File: src/rtl/key_step_conditioner_pkg.sv
// Shared types and constants for the key step conditioner and its detector.
package key_cond_pkg;

  typedef enum logic [1:0] {
    ST_UP        = 2'b00,
    ST_DOWN_PEND = 2'b01,
    ST_DOWN      = 2'b10,
    ST_UP_PEND   = 2'b11
  } key_state_t;

  localparam int unsigned DEBOUNCE_CYCLES_DEFAULT = 500000;
  localparam int unsigned SIM_DEBOUNCE            = 4;

endpackage

File: src/rtl/key_step_conditioner_if.sv
// Conditioned step/sample bundle delivered to the sequence detector.
interface key_step_conditioner_if;

  logic       step;
  logic       w_sampled;
  logic       key_level;
  logic [7:0] press_count;

  modport master (output step, output w_sampled, output key_level, output press_count);
  modport slave  (input  step, input  w_sampled, input  key_level, input  press_count);

endinterface

File: src/rtl/key_step_conditioner_sync2.sv
// Two-flop synchronizer with a configurable reset level.
module sync2 #(
  parameter logic RESET_VAL = 1'b0
) (
  input  logic clock,
  input  logic reset,
  input  logic d,
  output logic q
);

  logic meta;

  always_ff @(posedge clock) begin
    if (reset) begin
      meta <= RESET_VAL;
      q    <= RESET_VAL;
    end else begin
      meta <= d;
      q    <= meta;
    end
  end

endmodule

File: src/rtl/key_step_conditioner.sv
// Debounces the active-low step key into a one-cycle step pulse and captures w alongside it.
module key_step_conditioner
  import key_cond_pkg::*;
#(
  parameter int unsigned DEBOUNCE_CYCLES = DEBOUNCE_CYCLES_DEFAULT,
  parameter int unsigned CNT_W           = $clog2(DEBOUNCE_CYCLES)
) (
  input  logic                    clock,
  input  logic                    reset,
  input  logic                    key_n,
  input  logic                    w_raw,
  key_step_conditioner_if.master  det
);

  localparam logic [CNT_W-1:0] CNT_LAST = CNT_W'(DEBOUNCE_CYCLES - 1);

  logic       key_sync;
  logic       w_sync;
  logic       pressed;
  key_state_t state, state_nxt;
  logic [CNT_W-1:0] cnt, cnt_nxt;
  logic       step_set;

  // Key path idles released (1) so reset never looks like a press.
  sync2 #(.RESET_VAL(1'b1)) u_sync_key (
    .clock (clock),
    .reset (reset),
    .d     (key_n),
    .q     (key_sync)
  );

  sync2 #(.RESET_VAL(1'b0)) u_sync_w (
    .clock (clock),
    .reset (reset),
    .d     (w_raw),
    .q     (w_sync)
  );

  assign pressed = ~key_sync;

  always_comb begin
    state_nxt = state;
    cnt_nxt   = cnt;
    step_set  = 1'b0;
    case (state)
      ST_UP: begin
        if (pressed) begin
          state_nxt = ST_DOWN_PEND;
          cnt_nxt   = '0;
        end
      end
      ST_DOWN_PEND: begin
        if (!pressed) begin
          state_nxt = ST_UP;
        end else if (cnt == CNT_LAST) begin
          state_nxt = ST_DOWN;
          step_set  = 1'b1;
        end else begin
          cnt_nxt = cnt + CNT_W'(1);
        end
      end
      ST_DOWN: begin
        if (!pressed) begin
          state_nxt = ST_UP_PEND;
          cnt_nxt   = '0;
        end
      end
      ST_UP_PEND: begin
        if (pressed) begin
          state_nxt = ST_DOWN;
        end else if (cnt == CNT_LAST) begin
          state_nxt = ST_UP;
        end else begin
          cnt_nxt = cnt + CNT_W'(1);
        end
      end
      default: state_nxt = ST_UP;
    endcase
  end

  always_ff @(posedge clock) begin
    if (reset) begin
      state           <= ST_UP;
      cnt             <= '0;
      det.step        <= 1'b0;
      det.w_sampled   <= 1'b0;
      det.press_count <= '0;
    end else begin
      state    <= state_nxt;
      cnt      <= cnt_nxt;
      det.step <= step_set;
      if (step_set) begin
        det.w_sampled   <= w_sync;
        det.press_count <= det.press_count + 8'd1;
      end
    end
  end

  // Debounced level is high exactly in DOWN and UP_PEND.
  assign det.key_level = (state == ST_DOWN) || (state == ST_UP_PEND);

endmodule

File: src/flat_wrapper.sv
// flat-port wrapper written by rule: the top's interface ports become plain ports
module key_step_conditioner_flat import key_cond_pkg::*;
#(
  parameter int unsigned DEBOUNCE_CYCLES = DEBOUNCE_CYCLES_DEFAULT,
  parameter int unsigned CNT_W           = $clog2(DEBOUNCE_CYCLES)
)
  (clock, reset, key_n, w_raw, det_step, det_w_sampled, det_key_level, det_press_count);
  key_step_conditioner_if det_i ();
  input  logic clock;
  input  logic reset;
  input  logic key_n;
  input  logic w_raw;
  output wire logic [$bits(det_i.step)-1:0] det_step;
  output wire logic [$bits(det_i.w_sampled)-1:0] det_w_sampled;
  output wire logic [$bits(det_i.key_level)-1:0] det_key_level;
  output wire logic [$bits(det_i.press_count)-1:0] det_press_count;
  assign det_step = det_i.step;
  assign det_w_sampled = det_i.w_sampled;
  assign det_key_level = det_i.key_level;
  assign det_press_count = det_i.press_count;
  key_step_conditioner #(.DEBOUNCE_CYCLES(DEBOUNCE_CYCLES), .CNT_W(CNT_W)) u_core (.clock(clock), .reset(reset), .key_n(key_n), .w_raw(w_raw), .det(det_i));
endmodule
File: config.mk
export PLATFORM = sky130hd
export DESIGN_NAME = key_step_conditioner_flat
export DESIGN_NICKNAME = d
export VERILOG_FILES = /design/src/rtl/key_step_conditioner_pkg.sv /design/src/rtl/key_step_conditioner_if.sv /design/src/rtl/key_step_conditioner_sync2.sv /design/src/rtl/key_step_conditioner.sv /design/src/flat_wrapper.sv
export SDC_FILE = /design/constraint.sdc
export NUM_CORES = 1
export LEC_CHECK = 0
export CORE_MARGIN = 4
export CORE_UTILIZATION = 35
export DETAILED_ROUTE_END_ITERATION = 6
export PLACE_DENSITY = 0.6
export SYNTH_ARGS = -nofsm -noshare
export SYNTH_HDL_FRONTEND = slang
export SYNTH_HIERARCHICAL = 1
export SYNTH_SLANG_ARGS = --single-unit
File: constraint.sdc
create_clock -name clock -period 1.7 [get_ports clock]
set_input_delay 0.34 -clock clock [delete_from_list [all_inputs] [get_ports clock]]
set_output_delay 0.34 -clock clock [all_outputs]
set_load 0.02 [all_outputs]
Word-level counts from Yosys, hierarchy flattened:

Cells that the tools add are included.

* bits in read-only memories: 0
* bits in latches: 0
* memories: 0
* flip-flop bits (word level): 35
* memory bits (writable): 0
* word-level logic and storage cells: 41

* shift-type cells: 0
* add/subtract/negate cells: 2
* reduce and logical (&&, ||, !) cells: 4
* divide/modulo/power cells: 0
* mux-type cells: 16
* $mul: 0
* equal/unequal tests: 10
* order comparisons: 0
* bitwise gates (word level): 0

Operators with widths (number)
* 19-bit two-way mux: 5
* 19-bit one-hot mux with 4 select lines: 1
* 19-bit by 1-bit adder with 19-bit output (second input constant): 1
* 19-bit == test (second input constant): 1
* 2-bit two-way mux: 6
* 8-bit by 1-bit adder with 8-bit output (second input constant): 1
* 2-bit inequality test (second input constant): 4
* 2-bit one-hot mux with 4 select lines: 1
* 4-bit AND reduction: 2
* 3-bit by 2-bit inequality test with 1-bit output (second input constant): 2
* 2-bit == test (second input constant): 2
* 1-bit two-way mux: 3
* 2-bit by 1-bit == test with 1-bit output (second input constant): 1
* 2-bit zero test: 1
* 1-bit logical OR: 1

Logic depth before layout (Yosys ltp):

* word-level depth: 4
* gate-level depth with buffers: 7

Hierarchy:

Netlist, hierarchy kept.

Modules (own cells, without submodules)
* key_step_conditioner: area an instance 1571.5 sq um, sequential area each 620.6 sq um, cells an instance 183, times used 1
* sync2: area an instance 52.6 sq um, sequential area each 40.0 sq um, cells an instance 4, times used 2

Worst setup path after synthesis:

Ideal clock, no wire load.

* path type: flip-flop to flip-flop
* from: register u_core.cnt[9]
* to: register u_core.cnt[18]
* library setup time: 0.122 ns
* buffers on the path: 0
* required time: 1.578 ns
* clock period less this slack: 1.822 ns
* data arrival time: 1.700 ns
* stages on the path, launching flop included: 6
* slack: -0.122 ns
* cells stage by stage: dfxtp_1 -> or4_4 -> nor4_4 -> a21oi_1 -> and3_1 -> a311o_1

* longest elaborated chain between the ends: 4
* elaborated cells on any way between the ends: 6
* those cells by class: 1 x add/sub; 1 x eq/ne; 4 x mux

RTL lines
* from (decl): RTL line key_step_conditioner.sv:21 `logic [CNT_W-1:0] cnt, cnt_nxt;`
* from (signal assigned): RTL line key_step_conditioner.sv:90 `cnt <= cnt_nxt;`
* 19-bit by 1-bit adder with 19-bit output / 19-bit == test (equally long branches)
* 19-bit two-way mux (*): RTL line key_step_conditioner.sv:55, key_step_conditioner.sv:71
* 19-bit two-way mux (on tied branches): RTL line key_step_conditioner.sv:69, key_step_conditioner.sv:53
* 19-bit one-hot mux with 4 select lines (*): RTL line key_step_conditioner.sv:45 `case (state)`

Mark *: on every way between the ends. The rest lies on a longest branch, timed or not. The select of a mux whose other input is x is not followed.
A chain may end at the register's enable or synchronous reset.

Final worst setup path:

* from: register u_core.cnt[5]
* to: register u_core.det.press_count[5]

* longest elaborated chain between the ends: 4

RTL lines
* 19-bit == test: RTL line key_step_conditioner.sv:55 `end else if (cnt == CNT_LAST) begin`
* 1-bit two-way mux: RTL line key_step_conditioner.sv:55
* 1-bit two-way mux: RTL line key_step_conditioner.sv:53 `if (!pressed) begin`
* 1-bit two-way mux: RTL line key_step_conditioner.sv:45
* to (signal assigned): RTL line key_step_conditioner.sv:94 `det.press_count <= det.press_count + 8'd1;`
* to (decl): RTL line key_step_conditioner_if.sv:9 `modport master (output step, output w_sampled, output key_level, output press_count);`

No other way between the ends.

==> key figures <==
Power and ir drop
  • PwrDens: 725.9 nW/um^2
  • Int Pwr: 1.441 mW
  • PnR Total Power: 1.792 mW
  • Psw: roughly 0.35 mW
  • Switching share of power: 0.1958
  • Sequential group share of total power: 0.461
  • Clk network pwr share: 0.504
  • Combinational power share: 0.035
  • Peak VDD IR: roughly 380 uV
  • Leak: 1.019 nW

Clock tree
  • Clock slew at reported path FFs: 70 ps
  • Root buffer cell: clkbuf_8
  • CTS tree: built
  • Clk_lat worst skew: 290 ps
  • CTS Buf Count: 5
  • H-tree levels: 2
  • Clk buf depth: 2
  • CTS sink cnt: 35

Placed design
  • PortBufs: 14
  • Post-DP HPWL: 2931 um
  • Placer Congestion: 0.8589
  • DP Worst Slack: -133.4 ps

Yosys
  • YS warnings: 6
  • Syn Nets: just under 200
  • Sequential element share of the synthesized area: 0.4179
  • Flops & latches, synth: 35
  • Cell Area, Synth: 1677 um^2
  • Asr flop ratio synth: 0
  • Post-Synthesis Cells: 191
  • Main synth FF type: dfxtp_1
  • EDFF count, synth: 0
  • Cell variety after synth: 45
  • Syn avg cell area: 8.778 um^2

Final layout
  • ANT cells: 0
  • Area grow syn2layout: 47.24%
  • Share of cells above drive strength 1: 0.3643
  • Area of the multi-input gates: 1016 um^2
  • Nets@finish: 263
  • Register area: 715.7 um^2
  • Fill count: 422

Detailed routing
  • Post-route antenna net violation count: 0
  • Met2 Routed Length: 1881 um
  • DRT Wirelength: slightly above 4000 um
  • DRC viols: 0
  • TritonRoute pass-1 iters: 4
  • Top Layer Used: met4
  • Drt initial violations: 85
  • M1 WL: 2080 um
  • Detailed-route wire length per cell: 13.33 um
  • Via/cell ratio: 5.213
  • Met3 wire len: 118 um
  • Via Count: 1616

STA
  • Final Hold Vio Count: 0
  • Slew margin rel.: 0.6213
  • PnR worst setup slack: -152.4 ps
  • RSZ-0062 raised after global routing: true
  • Slew @ Worst Pin: between 500 and 600 ps
  • Final period utilization: 1.090
  • Final Skew: approximately 5.8 ps
  • Final setup vio count: 20
  • Max-slew violations: 0
  • Fmax: between 500 and 600 MHz
  • Final min period: 1852 ps

Floorplan
  • Core area: 4504 um^2
  • Starting Density: 0.3722
  • DIE AREA: between 5000 and 6000 um^2
  • Num rows: 24
  • Die height: 77.21 um
  • IO Pins: 15
  • Die width: 77.21 um

Job
  • # Max-Cap Violations: 0

Critical path
  • Crit Path Max Fanout: 5
  • Kind of critical path: flip-flop to flip-flop
  • R2R Setup Slk: -150 ps
  • Crit path DAT: 2080 ps
  • CP endpoint kind: flip-flop
  • Startpoint types: flip-flop
  • Critical path required time: 1930 ps

Hold path
  • Min-Delay Path Class: flip-flop to flip-flop

Global route
  • Initial antenna violation count: 0
  • Vias in the first global route: 1447
  • First-pass GRT wire length: 6858 um
  • Pin count of the biggest net entering global routing: 18
  • Remaining Overflow, GRT: 0
  • Tot GR Track Use: 0.1418

Status
  • Outcome: complete, but fails checks
  • Failing checks: negative setup slack
==> power groups by stage <==
stage | logic, mW | clock network [mW] | registers (mW)
floorplan | 0.0241 | 0 | 0.846
global placement | 0.0610 | 0 | 0.847
detailed placement | 0.0606 | 0 | 0.847
CTS | 0.0613 | 0.924 | 0.827
global route | 0.0690 | 0.952 | 0.826
finish | 0.0629 | 0.903 | 0.826
==> cell usage after synthesis (3+ instances only) <==
| cell type | instances | area share |
|---|---|---|
| a21oi_1 | 13 | 0.039 |
| o21ai_1 | 4 | 0.012 |
| nand4_1 | 5 | 0.019 |
| nor2b_1 | 3 | 0.011 |
| or3_1 | 10 | 0.037 |
| or2_2 | 4 | 0.015 |
| dfxtp_1 | 35 | 0.42 |
| clkbuf_1 | 3 | 0.0067 |
| nor3_1 | 5 | 0.015 |
| xnor2_1 | 4 | 0.021 |
| or4_1 | 8 | 0.036 |
| and2_1 | 3 | 0.011 |
| nor2_1 | 15 | 0.034 |
| and3_1 | 3 | 0.011 |
| and4_1 | 3 | 0.016 |
| o31ai_1 | 3 | 0.013 |
| nand2_1 | 21 | 0.047 |
| mux2i_1 | 3 | 0.018 |
| o21ai_0 | 7 | 0.021 |
| nand3_1 | 8 | 0.024 |
==> sequential cells by signal, indices dropped and copies added, names as in the netlist, named ones only <==
name	cells
u_core/u_sync_key/meta	1
u_core/u_sync_w/q	1
u_core/det.step	1
u_core/state	1
u_core/det.press_count	8
u_core/cnt	19
u_core/u_sync_key/q	1
u_core/det.w_sampled	1
u_core/u_sync_w/meta	1
==> layer usage <==
metal  track usage  up-vias
li1              -      837
met1        0.1944      749
met2        0.2133       23
met3       0.03513        7
met4       0.05338        0
met5             0        -
==> critical path: stages, from the launching register on <==
cell	delay (ps)
dfxtp_2	340
or4b_4	560
nor2_2	180
buf_4	160
nand3_4	80
or3_4	340
a21oi_2	130
==> layout by cell type (no fill, tap or decap), types with 4 or more instances in the layout <==
master and n:
nand2_1 19, buf_4 47, nor2_1 14, or2_2 4, dlymetal6s2s_1 4, xnor2_1 4
clkbuf_8 5, nand3_1 7, o21ai_0 7, or4_1 8, a21oi_2 4, o21ai_1 4
or3_1 9, dfxtp_2 9, clkdlybuf4s50_1 9, nand4_1 5, dfxtp_1 25, a21oi_1 9
==> what timing repair did <==
action | in CTS | in global routing
buffers inserted | 2 | 4
endpoints found under the setup margin | 21 | 32
resized for setup | 10 | 18
hold buffers | 0 | 0
pin swaps | 2 | 9
==> final cells by class <==
type                    count  share of cell area
clock buffers               6             0.02940
clock inverters             2             0.02433
inverters                   1            0.001521
multi-input cells         150              0.4116
flip-flops and latches     35              0.2899
well taps                  52             0.02636
repair buffers             64              0.2169
==> kinds of logic after synthesis <==
logic type | after synthesis | share of synthesized area
xor+xnor | 7 | 0.04105
flops | 35 | 0.4179
fa+ha+maj | 2 | 0.01492
buf+inv | 6 | 0.01641
compound gates | 35 | 0.1261
mux | 3 | 0.01791
simple gates | 103 | 0.3657
==> per-stage QoR <==
stage	utilization	instances	instance area, um^2	TNS (ps)	hold WS, ps
after CTS	0.5278	306	2377	-1496	413.6
final	0.5481	310	2469	-1667	407.9
after floorplan	-	191	1700	-203.0	385.4
after global routing	0.5481	310	2469	-3537	417.9
after global placement	0.4897	296	2206	-1523	387.4
after detailed placement	0.4897	296	2206	-1523	396.4
==> worst paths after layout <==
path              cells after the start                                endpoint                              start
setup reg to reg                      6  u_core/det.press_count[5]$_SDFFE_PP0P_         u_core/cnt[5]$_SDFFE_PP0P_
hold / removal                        1          u_core/u_sync_key/q$_SDFF_PP1_  u_core/u_sync_key/meta$_SDFF_PP1_
hold reg to reg                       1          u_core/u_sync_key/q$_SDFF_PP1_  u_core/u_sync_key/meta$_SDFF_PP1_
setup / recovery                      6  u_core/det.press_count[5]$_SDFFE_PP0P_         u_core/cnt[5]$_SDFFE_PP0P_
(Power assumes the default switching activity.)
